`config.mk`:
```
export PLATFORM = sky130hd
export DESIGN_NAME = mcpu_ctrl
export DESIGN_NICKNAME = d
export VERILOG_FILES = /design/src/rtl/mcpu_ctrl_pkg.sv /design/src/rtl/mcpu_alu_dec.sv /design/src/rtl/mcpu_ctrl.sv
export SDC_FILE = /design/constraint.sdc
export NUM_CORES = 1
export LEC_CHECK = 0
export CORE_ASPECT_RATIO = 1.75
export CORE_MARGIN = 2
export CORE_UTILIZATION = 46
export DETAILED_ROUTE_END_ITERATION = 8
export HOLD_SLACK_MARGIN = 0.02
export PLACE_DENSITY = 0.85
export SYNTH_ARGS = -nofsm -noshare
export SYNTH_HDL_FRONTEND = slang
export SYNTH_SLANG_ARGS = --single-unit
```
`constraint.sdc`:
```
create_clock -name clk -period 4.78 [get_ports clk]
set_input_delay 0.956 -clock clk [delete_from_list [all_inputs] [get_ports clk]]
set_output_delay 0.956 -clock clk [all_outputs]
set_load 0.03 [all_outputs]
```
`src/rtl/mcpu_ctrl_pkg.sv`:
```
// Shared ALU operation codes and MCPU control encodings.
// State, opcode, funct and datapath select constants.
package alu_define;

  localparam logic [3:0] ALU_ADD  = 4'd0;
  localparam logic [3:0] ALU_SUB  = 4'd1;
  localparam logic [3:0] ALU_AND  = 4'd2;
  localparam logic [3:0] ALU_OR   = 4'd3;
  localparam logic [3:0] ALU_XOR  = 4'd4;
  localparam logic [3:0] ALU_NOR  = 4'd5;
  localparam logic [3:0] ALU_SLT  = 4'd6;
  localparam logic [3:0] ALU_SLTU = 4'd7;
  localparam logic [3:0] ALU_SLL  = 4'd8;
  localparam logic [3:0] ALU_SRL  = 4'd9;
  localparam logic [3:0] ALU_SRA  = 4'd10;
  localparam logic [3:0] ALU_LU   = 4'd11;
  localparam logic [3:0] ALU_BNE  = 4'd12;
  localparam logic [3:0] ALU_BLEZ = 4'd13;
  localparam logic [3:0] ALU_BGTZ = 4'd14;
  localparam logic [3:0] ALU_BLTZ = 4'd15;

endpackage

package mcpu_ctrl_define;

  typedef enum logic [3:0] {
    S_FETCH    = 4'd0,
    S_DECODE   = 4'd1,
    S_MEM_ADDR = 4'd2,
    S_MEM_RD   = 4'd3,
    S_MEM_WB   = 4'd4,
    S_MEM_WR   = 4'd5,
    S_R_EXE    = 4'd6,
    S_R_WB     = 4'd7,
    S_I_EXE    = 4'd8,
    S_I_WB     = 4'd9,
    S_BRANCH   = 4'd10,
    S_JUMP     = 4'd11,
    S_JUMP_R   = 4'd12,
    S_ILLEGAL  = 4'd13
  } state_t;

  localparam state_t RESET_STATE = S_FETCH;

  localparam logic [5:0] OP_RTYPE  = 6'h00;
  localparam logic [5:0] OP_REGIMM = 6'h01;
  localparam logic [5:0] OP_J      = 6'h02;
  localparam logic [5:0] OP_JAL    = 6'h03;
  localparam logic [5:0] OP_BEQ    = 6'h04;
  localparam logic [5:0] OP_BNE    = 6'h05;
  localparam logic [5:0] OP_BLEZ   = 6'h06;
  localparam logic [5:0] OP_BGTZ   = 6'h07;
  localparam logic [5:0] OP_ADDI   = 6'h08;
  localparam logic [5:0] OP_ADDIU  = 6'h09;
  localparam logic [5:0] OP_SLTI   = 6'h0A;
  localparam logic [5:0] OP_SLTIU  = 6'h0B;
  localparam logic [5:0] OP_ANDI   = 6'h0C;
  localparam logic [5:0] OP_ORI    = 6'h0D;
  localparam logic [5:0] OP_XORI   = 6'h0E;
  localparam logic [5:0] OP_LUI    = 6'h0F;
  localparam logic [5:0] OP_LW     = 6'h23;
  localparam logic [5:0] OP_SW     = 6'h2B;

  localparam logic [5:0] F_SLL  = 6'h00;
  localparam logic [5:0] F_SRL  = 6'h02;
  localparam logic [5:0] F_SRA  = 6'h03;
  localparam logic [5:0] F_SLLV = 6'h04;
  localparam logic [5:0] F_SRLV = 6'h06;
  localparam logic [5:0] F_SRAV = 6'h07;
  localparam logic [5:0] F_JR   = 6'h08;
  localparam logic [5:0] F_ADD  = 6'h20;
  localparam logic [5:0] F_ADDU = 6'h21;
  localparam logic [5:0] F_SUB  = 6'h22;
  localparam logic [5:0] F_SUBU = 6'h23;
  localparam logic [5:0] F_AND  = 6'h24;
  localparam logic [5:0] F_OR   = 6'h25;
  localparam logic [5:0] F_XOR  = 6'h26;
  localparam logic [5:0] F_NOR  = 6'h27;
  localparam logic [5:0] F_SLT  = 6'h2A;
  localparam logic [5:0] F_SLTU = 6'h2B;

  localparam logic [1:0] REGDST_RT = 2'd0;
  localparam logic [1:0] REGDST_RD = 2'd1;
  localparam logic [1:0] REGDST_RA = 2'd2;

  localparam logic [1:0] M2R_ALU = 2'd0;
  localparam logic [1:0] M2R_MDR = 2'd1;
  localparam logic [1:0] M2R_PC  = 2'd2;

  localparam logic [1:0] SRCA_PC    = 2'd0;
  localparam logic [1:0] SRCA_A     = 2'd1;
  localparam logic [1:0] SRCA_SHAMT = 2'd2;

  localparam logic [1:0] SRCB_B    = 2'd0;
  localparam logic [1:0] SRCB_4    = 2'd1;
  localparam logic [1:0] SRCB_IMM  = 2'd2;
  localparam logic [1:0] SRCB_BOFF = 2'd3;

  localparam logic [1:0] PCSRC_ALU    = 2'd0;
  localparam logic [1:0] PCSRC_ALUOUT = 2'd1;
  localparam logic [1:0] PCSRC_JUMP   = 2'd2;
  localparam logic [1:0] PCSRC_REG    = 2'd3;

endpackage

```
`src/rtl/mcpu_alu_dec.sv`:
```
// ALU control decode: state/op/funct/rt to ALUOp, ExtSel,
// ALUSrcA and a per-state illegal-instruction flag.
module mcpu_alu_dec
  import alu_define::*;
  import mcpu_ctrl_define::*;
(
  input  logic [3:0] state,
  input  logic [5:0] op,
  input  logic [5:0] funct,
  input  logic [4:0] rt,
  output logic [3:0] alu_op,
  output logic       ext_sel,
  output logic [1:0] alu_src_a,
  output logic       dec_illegal
);

  state_t     st;
  logic [3:0] r_op;
  logic       r_ok;
  logic       r_shamt;
  logic [3:0] i_op;
  logic       i_ext;
  logic [3:0] b_op;
  logic       b_ok;

  assign st = state_t'(state);

  always_comb begin
    r_op    = ALU_ADD;
    r_ok    = 1'b1;
    r_shamt = 1'b0;
    case (funct)
      F_ADD, F_ADDU: r_op = ALU_ADD;
      F_SUB, F_SUBU: r_op = ALU_SUB;
      F_AND:         r_op = ALU_AND;
      F_OR:          r_op = ALU_OR;
      F_XOR:         r_op = ALU_XOR;
      F_NOR:         r_op = ALU_NOR;
      F_SLT:         r_op = ALU_SLT;
      F_SLTU:        r_op = ALU_SLTU;
      F_SLL: begin
        r_op    = ALU_SLL;
        r_shamt = 1'b1;
      end
      F_SRL: begin
        r_op    = ALU_SRL;
        r_shamt = 1'b1;
      end
      F_SRA: begin
        r_op    = ALU_SRA;
        r_shamt = 1'b1;
      end
      F_SLLV:        r_op = ALU_SLL;
      F_SRLV:        r_op = ALU_SRL;
      F_SRAV:        r_op = ALU_SRA;
      default:       r_ok = 1'b0;
    endcase
  end

  always_comb begin
    i_op  = ALU_ADD;
    i_ext = 1'b0;
    case (op)
      OP_SLTI:  i_op = ALU_SLT;
      OP_SLTIU: i_op = ALU_SLTU;
      OP_ANDI: begin
        i_op  = ALU_AND;
        i_ext = 1'b1;
      end
      OP_ORI: begin
        i_op  = ALU_OR;
        i_ext = 1'b1;
      end
      OP_XORI: begin
        i_op  = ALU_XOR;
        i_ext = 1'b1;
      end
      OP_LUI: begin
        i_op  = ALU_LU;
        i_ext = 1'b1;
      end
      default: i_op = ALU_ADD;
    endcase
  end

  // Branch codes are chosen so the ALU raises Zero exactly when taken.
  always_comb begin
    b_op = ALU_SUB;
    b_ok = 1'b1;
    case (op)
      OP_BEQ:    b_op = ALU_SUB;
      OP_BNE:    b_op = ALU_BNE;
      OP_BLEZ:   b_op = ALU_BGTZ;
      OP_BGTZ:   b_op = ALU_BLEZ;
      OP_REGIMM: begin
        b_op = ALU_BLTZ;
        b_ok = (rt == 5'd0) || (rt == 5'd1);
      end
      default:   b_ok = 1'b0;
    endcase
  end

  always_comb begin
    alu_op      = ALU_ADD;
    ext_sel     = 1'b0;
    alu_src_a   = SRCA_PC;
    dec_illegal = 1'b0;
    case (st)
      S_MEM_ADDR: alu_src_a = SRCA_A;
      S_R_EXE: begin
        alu_op      = r_op;
        alu_src_a   = r_shamt ? SRCA_SHAMT : SRCA_A;
        dec_illegal = !r_ok;
      end
      S_I_EXE: begin
        alu_op    = i_op;
        ext_sel   = i_ext;
        alu_src_a = SRCA_A;
      end
      S_BRANCH: begin
        alu_op      = b_op;
        alu_src_a   = SRCA_A;
        dec_illegal = !b_ok;
      end
      default: alu_op = ALU_ADD;
    endcase
  end

endmodule

```
`src/rtl/mcpu_ctrl.sv`:
```
// Multi-cycle MCPU control FSM: fetch, decode, execute,
// memory and writeback sequencing for the shared datapath.
module mcpu_ctrl
  import alu_define::*;
  import mcpu_ctrl_define::*;
(
  input  logic       clk,
  input  logic       rst_n,
  input  logic [5:0] op,
  input  logic [5:0] funct,
  input  logic [4:0] rt,
  input  logic       Zero,
  input  logic       mem_ready,
  output logic       PCWrite,
  output logic       PCWriteCond,
  output logic       IorD,
  output logic       MemRead,
  output logic       MemWrite,
  output logic       IRWrite,
  output logic [1:0] RegDst,
  output logic [1:0] MemtoReg,
  output logic       RegWrite,
  output logic [1:0] ALUSrcA,
  output logic [1:0] ALUSrcB,
  output logic       ExtSel,
  output logic [1:0] PCSource,
  output logic [3:0] ALUOp,
  output logic       illegal
);

  state_t     state;
  state_t     state_n;
  logic [3:0] dec_op;
  logic       dec_ext;
  logic [1:0] dec_src_a;
  logic       dec_ill;
  logic       is_mem;
  logic       is_r;
  logic       is_jr;
  logic       is_imm;
  logic       is_br;
  logic       is_j;

  mcpu_alu_dec u_alu_dec (
    .state       (state),
    .op          (op),
    .funct       (funct),
    .rt          (rt),
    .alu_op      (dec_op),
    .ext_sel     (dec_ext),
    .alu_src_a   (dec_src_a),
    .dec_illegal (dec_ill)
  );

  // Zero is consumed by the PC write qualifier in the datapath.
  logic unused_zero;
  assign unused_zero = Zero;

  assign is_mem = (op == OP_LW) || (op == OP_SW);
  assign is_jr  = (op == OP_RTYPE) && (funct == F_JR);
  assign is_r   = (op == OP_RTYPE) && !is_jr;
  assign is_imm = (op >= OP_ADDI) && (op <= OP_LUI);
  assign is_br  = (op == OP_REGIMM) ||
                  ((op >= OP_BEQ) && (op <= OP_BGTZ));
  assign is_j   = (op == OP_J) || (op == OP_JAL);

  always_comb begin
    state_n = state;
    unique case (state)
      S_FETCH:    if (mem_ready) state_n = S_DECODE;
      S_DECODE: begin
        unique case (1'b1)
          is_mem:  state_n = S_MEM_ADDR;
          is_r:    state_n = S_R_EXE;
          is_jr:   state_n = S_JUMP_R;
          is_imm:  state_n = S_I_EXE;
          is_br:   state_n = S_BRANCH;
          is_j:    state_n = S_JUMP;
          default: state_n = S_ILLEGAL;
        endcase
      end
      S_MEM_ADDR:
        state_n = (op == OP_LW) ? S_MEM_RD : S_MEM_WR;
      S_MEM_RD:   if (mem_ready) state_n = S_MEM_WB;
      S_MEM_WB:   state_n = S_FETCH;
      S_MEM_WR:   if (mem_ready) state_n = S_FETCH;
      S_R_EXE:    state_n = dec_ill ? S_ILLEGAL : S_R_WB;
      S_R_WB:     state_n = S_FETCH;
      S_I_EXE:    state_n = S_I_WB;
      S_I_WB:     state_n = S_FETCH;
      S_BRANCH:   state_n = dec_ill ? S_ILLEGAL : S_FETCH;
      S_JUMP:     state_n = S_FETCH;
      S_JUMP_R:   state_n = S_FETCH;
      S_ILLEGAL:  state_n = S_ILLEGAL;
      default:    state_n = RESET_STATE;
    endcase
  end

  always_ff @(posedge clk) begin
    if (!rst_n) state <= RESET_STATE;
    else        state <= state_n;
  end

  // All outputs collapse to the idle vector while rst_n is low.
  always_comb begin
    PCWrite     = 1'b0;
    PCWriteCond = 1'b0;
    IorD        = 1'b0;
    MemRead     = 1'b0;
    MemWrite    = 1'b0;
    IRWrite     = 1'b0;
    RegDst      = REGDST_RT;
    MemtoReg    = M2R_ALU;
    RegWrite    = 1'b0;
    ALUSrcA     = SRCA_PC;
    ALUSrcB     = SRCB_B;
    ExtSel      = 1'b0;
    PCSource    = PCSRC_ALU;
    ALUOp       = ALU_ADD;
    illegal     = 1'b0;
    if (rst_n) begin
      ALUOp   = dec_op;
      ExtSel  = dec_ext;
      ALUSrcA = dec_src_a;
      case (state)
        S_FETCH: begin
          MemRead = 1'b1;
          ALUSrcB = SRCB_4;
          IRWrite = mem_ready;
          PCWrite = mem_ready;
        end
        S_DECODE:   ALUSrcB = SRCB_BOFF;
        S_MEM_ADDR: ALUSrcB = SRCB_IMM;
        S_MEM_RD: begin
          MemRead = 1'b1;
          IorD    = 1'b1;
        end
        S_MEM_WB: begin
          RegWrite = 1'b1;
          MemtoReg = M2R_MDR;
        end
        S_MEM_WR: begin
          MemWrite = 1'b1;
          IorD     = 1'b1;
        end
        S_R_EXE:    ALUSrcB = SRCB_B;
        S_R_WB: begin
          RegWrite = 1'b1;
          RegDst   = REGDST_RD;
        end
        S_I_EXE:    ALUSrcB = SRCB_IMM;
        S_I_WB:     RegWrite = 1'b1;
        S_BRANCH: begin
          PCWriteCond = !dec_ill;
          PCSource    = PCSRC_ALUOUT;
        end
        S_JUMP: begin
          PCWrite  = 1'b1;
          PCSource = PCSRC_JUMP;
          if (op == OP_JAL) begin
            RegWrite = 1'b1;
            RegDst   = REGDST_RA;
            MemtoReg = M2R_PC;
          end
        end
        S_JUMP_R: begin
          PCWrite  = 1'b1;
          PCSource = PCSRC_REG;
        end
        S_ILLEGAL:  illegal = 1'b1;
        default:    illegal = 1'b0;
      endcase
    end
  end

endmodule

```
==> flow_summary.ini <==
[run_status]
status = complete, no violations

[critical_path]
cp_slowest_cell = clkdlybuf4s50_1
end_kind = primary output
crit_chain = clkdlybuf4s50_1, nor3_2, nand3_1, nor4_1, or2_1, clkdlybuf4s50_1
crit_path_max_incr_delay_ns = 0.67
timing_worst_setup_path_type = in2out
cp-start-kind = input port
critPathRequiredTime_ns = 3.82
crit_arrival_ns = 3.19
cp_common_cell = clkdlybuf4s50_1
reg2reg_depth = 4
crit_fanout = 7

[final_layout]
syn2layout_area_growth_pct = 40.7
final_cells = 222
nFillCells = 216
final_util = 0.661
top_register = state
antenna_cells = 0
largest_register_ffs = 4
top_regs = state x4
final_net_count = 220
drive_above_1_share = 0.0609

[die]
initial_utilization = 0.470
die_area_mm2 = 0.00271
ios = 44
die_y_um = 67.3
die_w_um = 40.2
coreArea_mm2 = 0.00224
rows = 23

[synthesis]
synth_seq_cells = 4
synth_cell_type_count = 49
ys.flop_type = dfxtp_1
synth-edff-count = 0
synth_seq_area_share = 0.0759
netlist_area_mm2 = 0.00105
synth_area_leader_cell = dfxtp_1
synth_fp_nets = 186
async_flop_share = 0
syn-instance-count = 165
yosysTopAreaCellShare = 0.0759
yosys_warnings = 0
ys_top_cells_by_area = dfxtp_1 7.6%, nor2_1 7.1%, nand2b_1 5.9%, o21ai_0 5.7%, a31oi_1 4.7%
synth_most_common_cell = nor2_1
yosys-top-cells-count = 20 x nor2_1, 12 x o21ai_0, 10 x nand2_1, 10 x nand2b_1
syn_area_per_cell_um2 = 6.39

[power]
power_frac_seq = 0.220
switchingPower_w = 0.000187
pwr-share-clk = 0.180
combinationalPowerShare = 0.600
p_per_area_mw_per_mm2 = 267
p_leak_nw = 0.517
p_int_w = 0.000210
p_total_w = 0.000397
ir_drop_uv = 146
netSwitchingFraction = 0.472

[sta]
hold_viol = 0
rsz0062_at_grt = false
tightest_slew_ns = 0.801
fin_crit_sh = 0.867
slew_headroom = 0.465
setup_tns_ns = 0
period_needed_ns = 4.14
setup_viol = 0
clock_skew_ns = 0.00275
fmax_ghz = 0.241
maxSlewViolCount = 0
fin_ws_ns = 0.636

[placement]
place_congestion = 0.880
hpwlAfterDp_um = 2610
placed_cells = 219
placement.io_buffers = 41
post-place-ws_ns = 0.619

[grt]
grt_overflow = 0
busiest_layer = met2
track_usage = 0.273
antenna_found_initial = 0
grt_pass1_wl_um = 5490
grtUsageMet1 = 0.292
met3_usage = 0.0263
met2_usage = 0.500
grt_max_degree = 27
grt_pass1_vias = 1310

[drt]
viasPerCell = 6.31
ant_nets = 0
dr.pass1.iters = 4
dr.first_iter.drc_count = 30
drcViolationCount = 0
wirelength_um = 3250
vias = 1401
wl_per_cell_um = 14.7

[clocking]
clk_pin_slew_worst_paths_ns = 0.03
clk_latency_ns = 0.22
cts_resized = 0
cts_tree = done
cts-root-buf = clkbuf_8
hold_buffers = 0
htreeDepth = 1
clock_path_buffers = 2
cts.sinks = 4
cts_buffers = 3
post_cts_buffers = 0

[min_path]
worst_hold_path_type = reg2reg
min_path_cells = 2

[flow_run]
drv_cap = 0
## cell type report
type	count	area [um2]	area share
repair buffers	42	418	0.282
multi-input cells	144	898	0.605
flip-flops and latches	4	80.1	0.0540
clock buffers	3	41.3	0.0278
well taps	25	31.3	0.0211
inverters	4	15.0	0.0101
## worst max-delay path: cells and delay by family
| family | cells | cell delay, ns |
|---|---|---|
| AND/OR/NAND/NOR | 4 | 0.99 |
| buffers and inverters | 2 | 1.23 |
## metrics by stage
step	area [um2]	hold slack, ns
final	1480	0.852
after global routing	1480	0.922
after CTS	1480	0.847
after detailed placement	1440	0.839
after global placement	1440	0.829
after floorplan	1050	0.720
## path summary, 6_finish.rpt
check | end | slack (ns) | startpoint
setup / recovery | RegWrite | 0.64 | op[5]
hold / removal | state[0] | 0.85 | state[0]
setup reg to reg | state[3] | 2.67 | state[2]
hold reg to reg | state[0] | 0.85 | state[0]
## power by group through the flow
| stage | sequential [W] | clock [W] | combinational (W) |
|---|---|---|---|
| 2_1_floorplan | 0.0000489 | 0 | 0.000200 |
| 3_3_place_gp | 0.0000846 | 0 | 0.000230 |
| 3_5_place_dp | 0.0000864 | 0 | 0.000236 |
| 4_1_cts | 0.0000861 | 0.0000714 | 0.000237 |
| 5_1_grt | 0.0000931 | 0.0000751 | 0.000260 |
| 6_report | 0.0000873 | 0.0000713 | 0.000238 |
## kinds of logic after synthesis
group                     count (synthesis)  share of synthesized area
AOI/OAI and AO/OA                        46                      0.302
xor gates and xnor gates                  4                     0.0332
buffers and inverters                    17                     0.0723
DFF                                       4                     0.0759
and+or+nand+nor                          94                      0.516
## routing by layer
layer	up-vias	wire [um]
li1	687	-
met1	650	1190
met2	50	1820
met3	14	118
met4	0	124
met5	-	0
## cell usage in the layout (no fill, tap or decap), drive strengths merged, types with 3 or more instances in the layout
cell,n
clkdlybuf4s50,41
nor2,20
o21ai,12
nand2,10
nand2b,10
nor3,9
a31oi,8
nand3,7
a21oi,7
nor2b,6
xor2,4
nor4,4
dfxtp,4
or2,4
nand3b,3
inv,3
and3,3
nand4,3
a21o,3
clkbuf,3
No activity file was read; power rests on OpenSTA's default activity.
